===== src/rtl/wide_add_pkg.sv =====
// Shared types and helpers for the wide_add_seq sequential wide adder.
package wide_add_pkg;

  typedef enum logic [1:0] {
    IDLE = 2'd0,
    RUN  = 2'd1,
    DONE = 2'd2
  } state_t;

  function automatic int clog2(input int value);
    int r;
    r = 0;
    for (int i = 0; i < 32; i++) begin
      if ((1 << r) < value) r++;
    end
    return r;
  endfunction

endpackage


===== src/rtl/add_slice.sv =====
// N-bit combinational ripple-carry full adder; the only arithmetic in wide_add_seq.
module add_slice #(
  parameter int N = 16
) (
  input  logic [N-1:0] a,
  input  logic [N-1:0] b,
  input  logic         cin,
  output logic [N-1:0] sum,
  output logic         cout
);

  logic [N:0] carry;

  assign carry[0] = cin;

  for (genvar gi = 0; gi < N; gi++) begin : g_bit
    assign sum[gi]     = a[gi] ^ b[gi] ^ carry[gi];
    assign carry[gi+1] = (a[gi] & b[gi]) | (carry[gi] & (a[gi] ^ b[gi]));
  end

  assign cout = carry[N];

endmodule


===== src/rtl/wide_add_seq.sv =====
// Adds two N*WORDS-bit operands one N-bit word per clock, LS word first.
// Optional signed-overflow output ovf is enabled by defining WIDE_ADD_SEQ_OVF_EN.
module wide_add_seq
  import wide_add_pkg::*;
#(
  parameter int N     = 16,
  parameter int WORDS = 4
) (
  input  logic               clk,
  input  logic               rst,
  input  logic               start,
  input  logic [N*WORDS-1:0] a,
  input  logic [N*WORDS-1:0] b,
  input  logic               cin,
  output logic               busy,
  output logic               done,
  output logic [N*WORDS-1:0] sum,
  output logic               cout
`ifdef WIDE_ADD_SEQ_OVF_EN
  ,
  output logic               ovf
`endif
);

  localparam int W  = N * WORDS;
  localparam int IW = (clog2(WORDS) < 1) ? 1 : clog2(WORDS);
  localparam logic [IW-1:0] IDX_LAST = IW'(WORDS - 1);

  state_t        state_reg;
  logic [W-1:0]  a_sh_reg;
  logic [W-1:0]  b_sh_reg;
  logic [W-1:0]  sum_reg;
  logic          carry_reg;
  logic [IW-1:0] idx_reg;
  logic          cout_reg;
  logic          busy_reg;
  logic          done_reg;

  logic [N-1:0]  slice_sum;
  logic          slice_cout;
  logic [W-1:0]  sum_next;

  add_slice #(.N(N)) u_slice (
    .a    (a_sh_reg[N-1:0]),
    .b    (b_sh_reg[N-1:0]),
    .cin  (carry_reg),
    .sum  (slice_sum),
    .cout (slice_cout)
  );

  // The result fills from the top so that after WORDS passes the LS word sits at bit 0.
  if (WORDS == 1) begin : g_one_word
    assign sum_next = slice_sum;
  end else begin : g_multi_word
    assign sum_next = {slice_sum, sum_reg[W-1:N]};
  end

`ifdef WIDE_ADD_SEQ_OVF_EN
  logic ovf_reg;
  logic msb_carry_in;

  // Carry into the slice MSB is recovered from its sum bit and operand bits.
  assign msb_carry_in = a_sh_reg[N-1] ^ b_sh_reg[N-1] ^ slice_sum[N-1];
  assign ovf          = ovf_reg;
`endif

  always_ff @(posedge clk) begin
    if (rst) begin
      state_reg <= IDLE;
      a_sh_reg  <= '0;
      b_sh_reg  <= '0;
      sum_reg   <= '0;
      carry_reg <= 1'b0;
      idx_reg   <= '0;
      cout_reg  <= 1'b0;
      busy_reg  <= 1'b0;
      done_reg  <= 1'b0;
`ifdef WIDE_ADD_SEQ_OVF_EN
      ovf_reg   <= 1'b0;
`endif
    end else begin
      done_reg <= 1'b0;
      case (state_reg)
        IDLE: begin
          if (start) begin
            a_sh_reg  <= a;
            b_sh_reg  <= b;
            carry_reg <= cin;
            idx_reg   <= '0;
            sum_reg   <= '0;
            busy_reg  <= 1'b1;
`ifdef WIDE_ADD_SEQ_OVF_EN
            ovf_reg   <= 1'b0;
`endif
            state_reg <= RUN;
          end
        end
        RUN: begin
          sum_reg   <= sum_next;
          a_sh_reg  <= a_sh_reg >> N;
          b_sh_reg  <= b_sh_reg >> N;
          carry_reg <= slice_cout;
          idx_reg   <= idx_reg + IW'(1);
          if (idx_reg == IDX_LAST) begin
            cout_reg  <= slice_cout;
`ifdef WIDE_ADD_SEQ_OVF_EN
            ovf_reg   <= msb_carry_in ^ slice_cout;
`endif
            done_reg  <= 1'b1;
            state_reg <= DONE;
          end
        end
        DONE: begin
          busy_reg  <= 1'b0;
          state_reg <= IDLE;
        end
        default: begin
          busy_reg  <= 1'b0;
          state_reg <= IDLE;
        end
      endcase
    end
  end

  assign busy = busy_reg;
  assign done = done_reg;
  assign sum  = sum_reg;
  assign cout = cout_reg;

endmodule


===== config.mk =====
export PLATFORM = sky130hd
export DESIGN_NAME = wide_add_seq
export DESIGN_NICKNAME = d
export VERILOG_FILES = /design/src/rtl/wide_add_pkg.sv /design/src/rtl/add_slice.sv /design/src/rtl/wide_add_seq.sv
export SDC_FILE = /design/constraint.sdc
export NUM_CORES = 1
export LEC_CHECK = 0
export BUFFER_PORTS_ARGS = -buffer_cell sky130_fd_sc_hd__buf_2
export CELL_PAD_IN_SITES_DETAIL_PLACEMENT = 2
export CELL_PAD_IN_SITES_GLOBAL_PLACEMENT = 2
export CORE_ASPECT_RATIO = 1.2
export CORE_MARGIN = 2
export CORE_UTILIZATION = 37
export CTS_CLUSTER_DIAMETER = 100
export DETAILED_ROUTE_END_ITERATION = 16
export PLACE_DENSITY_LB_ADDON = 0.1
export SKIP_CTS_REPAIR_TIMING = 1
export SYNTH_ARGS = -nofsm -noshare
export SYNTH_HDL_FRONTEND = slang
export SYNTH_HIERARCHICAL = 1
export SYNTH_SLANG_ARGS = --single-unit

===== constraint.sdc =====
create_clock -name clk -period 14.16 [get_ports clk]
set_input_delay 0 -clock clk [delete_from_list [all_inputs] [get_ports clk]]
set_output_delay 0 -clock clk [all_outputs]
set_load 0.02 [all_outputs]

==> results of run 1 <==
-- worst max-delay path by stage --
stage,to,cells after the start,startpoint
floorplan,sum[63]$_SDFFE_PP0P_,21,a_sh_reg[0]$_SDFFE_PP0P_
finish,sum[63]$_SDFFE_PP0P_,21,a_sh_reg[0]$_SDFFE_PP0P_
global placement,sum[63]$_SDFFE_PP0P_,21,a_sh_reg[0]$_SDFFE_PP0P_
global route,sum[63]$_SDFFE_PP0P_,21,a_sh_reg[0]$_SDFFE_PP0P_
CTS,sum[63]$_SDFFE_PP0P_,21,a_sh_reg[0]$_SDFFE_PP0P_
detailed placement,sum[63]$_SDFFE_PP0P_,21,a_sh_reg[0]$_SDFFE_PP0P_
-- cell usage in the layout (no fill, tap or decap), drive strengths merged, types with 16 or more instances in the layout --
master and n:
buf 206, dfxtp 200, nand2b 134, o32ai 113, mux2i 98, dlygate4sd3 98, a32o 49, inv 34
clkbuf 17, o2bb2ai 16, o22ai 16, fa 16
-- kinds of logic (layout without fill, tap and decap cells) --
group                      after synthesis  after routing  share of synthesized area, %
AOI/OAI and AO/OA                      199            199                         21.27
adders and majority gates               17             17                         3.897
buffers and inverters                  113            364                         5.831
DFF                                    200            200                         46.89
muxes                                   98             98                         11.49
other                                    0              4                             0
and+or+nand+nor                        142            142                         10.62
-- stage by stage --
stage | worst slack, ps | instance area, um2 | util [%] | instances | hold slack [ps]
2_1_floorplan | 7623 | 8539 | - | 769 | 125.8
3_3_place_gp | 7304 | 9593 | 42.59 | 1169 | 209.6
3_5_place_dp | 7143 | 9593 | 42.59 | 1169 | 216.5
4_1_cts | 7064 | 10160 | 45.09 | 1201 | -240.3
5_1_grt | 6873 | 11140 | 49.46 | 1300 | -5.308
6_report | 7095 | 11150 | 49.49 | 1303 | -30.62
-- metal layers --
metal | wire, um | vias to the layer above | track usage [%]
li1 | - | 3392 | -
met1 | 12240 | 3636 | 26.36
met2 | 15490 | 185 | 40.05
met3 | 1105 | 30 | 5.177
met4 | 497 | 0 | 4.950
met5 | 0 | - | 0
-- report_power, final --
part           switching (mW)  leakage (nW)  internal [mW]
clock network           0.237         0.280          0.232
registers              0.0274          1.64          0.594
logic                   0.101          2.40         0.0894
-- area by class of cell --
cell class | count | area share [%]
antenna | 4 | 0.08980
clock buffer | 17 | 3.816
clock inverter | 15 | 1.235
inverter | 28 | 0.9429
multi-input combinational | 456 | 36.58
sequential | 200 | 35.95
tap | 279 | 3.132
timing repair buffer | 304 | 18.25
-- worst max-delay path, cell delays in order (launching register included) --
cell and delay [ps]:
dfxtp_1 330, fa_1 420, inv_1 80, fa_1 160, inv_1 50, fa_1 390, fa_1 400, fa_1 390
fa_1 400, fa_1 410, fa_1 420, fa_1 430, fa_1 400, fa_1 410, fa_1 400, fa_1 390
fa_1 430, fa_1 390, inv_1 80, fa_1 410, inv_1 70, o2bb2ai_1 120
==> metrics, run 1 <==
total grt overflow=0; number of DRC markers in iteration 0=346; count of cell types in the netlist=27; Data arrival, critical path=around 7400 ps; Total Routing Usage GR=around 22%; Max-Cap Viols=0; worst rel slew slack=22.58%; Syn Area/Cell=11.10 um2; GP Congestion=0.8227; nets@finish=1,156; Die X=142.7 um; Worst Setup End Kind=flip-flop; CP Data Required Time=14,510 ps; num rows=60; vias in the first global route=roughly 7,300; Cells after Synth=769; Die Ht=roughly 170 um; critical path type=flip-flop to flip-flop; number of routed nets with antenna violations=0; total power per unit cell area=114.9 nW/um2; clk_lat worst skew=roughly 430 ps; FILL cells=about 2,300; Max IR drop VDD=86.66 uV; Top Ports=199; Syn Nets=918; Mapped Area=around 8500 um2; synth top area cells=dfxtp_1 47%, mux2i_1 11%, o32ai_1 11%; clock root buffer master=clkbuf_16; reg2reg path depth=21; CP max FO=2; Startpoint Class=flip-flop; first-pass GRT wire length=about 41,000 um; Final setup viols=0; H-Tree Depth=4; worst slew pin tran=1161 ps; number of flops mapped to enable cells by yosys=0; Final Critical Period=7065 ps; hold depth=3; Max Root-Sink Buffers=2; clk slew on worst S/H paths=80 ps; Die ar.=24,320 um2; TritonCTS clock tree=yes; Yosys top cell by area=dfxtp_1; Commonest cells post-synth=200 x dfxtp_1, 134 x nand2b_1, 105 x o32ai_1; count leader, synth=dfxtp_1; ratio of cells with drive above 1 in the final layout=25.00%; IO buf count=198; Hold EP=a_sh_reg[43]$_SDFFE_PP0P_; fin crit share=49.90%; total wire length=29,340 um; Total Power=~1.3 mW; Hold WC Path Type=input port to flip-flop; prevailing post-synth register cell=dfxtp_1; footprint of the multi-input gates=4078 um2; Register Area=4008 um2; Max Transition Viols Final=0; TNS Setup=0 ps; Async SR Flop Fraction=0%; Seq/Total Area, Yosys=46.89%; FF-to-FF setup slack=7090 ps; post-synthesis register bit count=200; Pre-antenna DRT Iters=4; final hold vios=6; reg2reg start=a_sh_reg[0]$_SDFFE_PP0P_; unrepaired setup endpoints after global routing=false; Vias=around 7,200; Via density=5.559; Setup Skew=about 12 ps; hold_sp=a[43]; CTS Sinks=200; average wire per cell in the routed design=22.51 um; Synth top area share=46.89%; HPWL after detailed placement=18,450 um; Highest Clock Rate=0.1415 GHz; failing checks=hold timing; outcome=finished with violations; DRC violations left=0; Core ar.=about 23,000 um2; antenna violations before repair=3; TritonCTS buffer count=17; Initial Util=between 30% and 40%; largest net degree at the start of global routing=107; worst reg2reg path endpoint=sum[63]$_SDFFE_PP0P_; Hold WS=-30.62 ps; leakage=around 4.3 nW; area delta synth->final=30.53%; YS warnings=6
Power figures use the tool's default switching activity.
==> inputs of run 2 (changes only) <==
Settings changed: CORE_UTILIZATION 37 to 31.
Clock period 14.16 ns to 6.1 ns, I/O delays scaled along.
==> metrics, run 2 (synthesis gave the netlist of run 1 again) <==
Top Ports=199 (unchanged); CTS Sinks=200 (unchanged); TritonCTS buffer count=17 (unchanged); commonest cells after routing, fill and taps aside=198 x dfxtp_1, 197 x buf_2, 133 x nand2b_1; CP Launch Point=a_sh_reg[0]$_SDFFE_PP0P_; average wire per cell in the routed design=21.66 um (-3.8%); hold depth=3 (unchanged); Hold WS=-34.78 ps (-4.161 ps); clock root buffer master=clkbuf_16; P_sw=0.8945 mW (+140%); switching share of total power=29.42% (+0.89 points); Max-Cap Viols=0 (unchanged); clk slew on worst S/H paths=70 ps (about the same); number of DRC markers in iteration 0=311 (-10%); Die X=155.5 um (+9.0%); H-Tree Depth=4 (unchanged); Max Transition Viols Final=0 (unchanged); reg2reg path depth=21 (unchanged); total power per unit cell area=267.8 nW/um2 (+130%); FF-to-FF setup slack=-180 ps (-7280 ps); largest delay contributor family on the critical path=adder cells; total grt overflow=0 (unchanged); TritonCTS clock tree=yes; final core occ=41.92% (-7.6 points); first-pass GRT wire length=42,460 um (+2.6%); Non-Filler Instances=1,366 (+4.8%); area delta synth->final=32.95%; Sequential Power Share=47.4% (-1.1 points); hold_sp=a[26]; IO buf count=198 (unchanged); Total Routing Usage GR=18.96% (-3.1 points); Final Critical Period=6282 ps (-782.9 ps); Hold WC Path Type=input port to flip-flop; nets@finish=1,160 (+0.35%); failing checks=hold timing, setup timing; Initial Util=31.53% (-6.4 points); Setup Skew=15.81 ps (+4.034 ps); commonest non-fill, non-tap cell in the layout=dfxtp_1; Via density=5.242 (-5.7%); internal power=2.146 mW (+130%); Max Root-Sink Buffers=2 (unchanged); slowest stage delay, CP=430 ps (about the same); outcome=finished with violations; fin crit share=103.0% (+53 points); number of routed nets with antenna violations=0 (unchanged); clock share of power=37.8% (+1.2 points); Die ar.=28,900 um2 (+19%); clk_lat worst skew=440 ps (about the same); vias in the first global route=7,242 (-0.94%); Total Power=3.041 mW (+140%); antenna violations before repair=3 (unchanged); reg2reg start=a_sh_reg[0]$_SDFFE_PP0P_; slowest CP cell=fa_2; Core ar.=27,090 um2 (+20%); worst reg2reg path endpoint=sum[63]$_SDFFE_PP0P_; Vias=7,160 (-1.1%); GP Congestion=0.7531 (-8.5%); Highest Clock Rate=0.1592 GHz (+12%); Die Ht=185.8 um (+9.0%); Final setup viols=3 (+3); Startpoint Class=flip-flop; Comb power frac=14.7% (-0.2 points); worst rel slew slack=12.93% (-9.6 points); final hold vios=8 (+2); critical path type=flip-flop to flip-flop; total wire length=29,590 um (+0.88%); CP Data Required Time=6460 ps (-8050 ps); HPWL after detailed placement=18,840 um (+2.1%); Post-Place Cells=1,231 (+5.3%); largest net degree at the start of global routing=110 (+2.8%); unrepaired setup endpoints after global routing=true; most frequent CP cell=fa_2; CP cell instances=fa_2 > inv_2 > fa_2 > inv_2 > fa_2 > fa_2 > fa_2 > fa_2 > fa_2 > fa_2 > fa_2 > fa_2 > fa_2 > fa_2 > fa_2 > fa_2 > fa_2 > inv_2 > fa_2 > inv_2 > o2bb2ai_2; fin worst setup slack=-182.5 ps (-7277 ps); Max IR drop VDD=162.6 uV (+88%); Buf/Inv on CP=4 (unchanged); Worst Setup End Kind=flip-flop; Hold EP=a_sh_reg[26]$_SDFFE_PP0P_; leakage=4.322 nW (about the same); DRC violations left=0 (unchanged); FILL cells=2,841 (+24%); ratio of cells with drive above 1 in the final layout=27.34% (+2.3 points); Data arrival, critical path=6640 ps (-770 ps); num rows=66 (+10%); Pre-antenna DRT Iters=4 (unchanged); TNS Setup=-436.3 ps (-436.3 ps); worst slew pin tran=1306 ps (+144.7 ps); CP max FO=2 (unchanged)
-- run 2: changes by cell type in the layout (fill, tap and decap cells not counted), sizes merged --
| cell | before | now |
|---|---|---|
| buf | 206 | 207 |
| clkinv | 9 | 8 |
| clkinvlp | 0 | 1 |
| diode | 4 | 2 |
| dlygate4sd3 | 98 | 101 |
-- run 2: tightest hold or removal path, delay by kind of cell --
family | cells | cell delay, ps
buffers and inverters | 1 | 110
AO/OA/AOI/OAI | 1 | 90
multiplexers | 1 | 130
-- run 2: through the flow --
stage          cell area [um2]  hold slack, ps  setup WS (ps)
3_3_place_gp              9704           209.6         -241.4
5_1_grt                  11350          0.1712         -341.7
6_report                 11350          -34.78         -182.5
2_1_floorplan             8567           125.8          4.245
3_5_place_dp              9704           217.6         -300.8
4_1_cts                  10310          -252.5         -332.2
-- run 2: area by class of cell --
type | instances | area (um2) | area share, %
Multi-Input combinational cell | 456 | 4131 | 36.39
Sequential cell | 200 | 4009 | 35.31
Tap cell | 340 | 425.4 | 3.747
Inverter | 28 | 105.1 | 0.9257
Antenna cell | 2 | 5.005 | 0.04408
Timing Repair Buffer | 308 | 2076 | 18.28
Clock buffer | 17 | 425.4 | 3.747
Clock inverter | 15 | 176.4 | 1.554
-- run 2: worst max-delay path by stage --
stage                                 to  slack, ps  cells past startpoint
global placement    sum[63]$_SDFFE_PP0P_       -240                     21
floorplan           sum[63]$_SDFFE_PP0P_          4                     21
global route        sum[63]$_SDFFE_PP0P_       -340                     21
CTS                 sum[63]$_SDFFE_PP0P_       -330                     21
detailed placement  sum[63]$_SDFFE_PP0P_       -300                     21
finish              sum[63]$_SDFFE_PP0P_       -180                     21
-- run 2: layer usage --
metal / global-route usage (%) / routed length [um] / vias up
met5: 0 / 13 / -
li1: - / - / 3399
met3: 4.331 / 1068 / 26
met2: 33.61 / 15290 / 169
met1: 23.15 / 12740 / 3564
met4: 4.991 / 477 / 2
-- run 2: power groups by stage --
stage / Combinational (mW) / Clock [mW] / Sequential, mW
global placement: 0.382 / 0 / 1.47
global route: 0.487 / 1.24 / 1.45
CTS: 0.398 / 1.17 / 1.44
detailed placement: 0.396 / 0 / 1.47
floorplan: 0.260 / 0 / 1.45
finish: 0.448 / 1.15 / 1.44
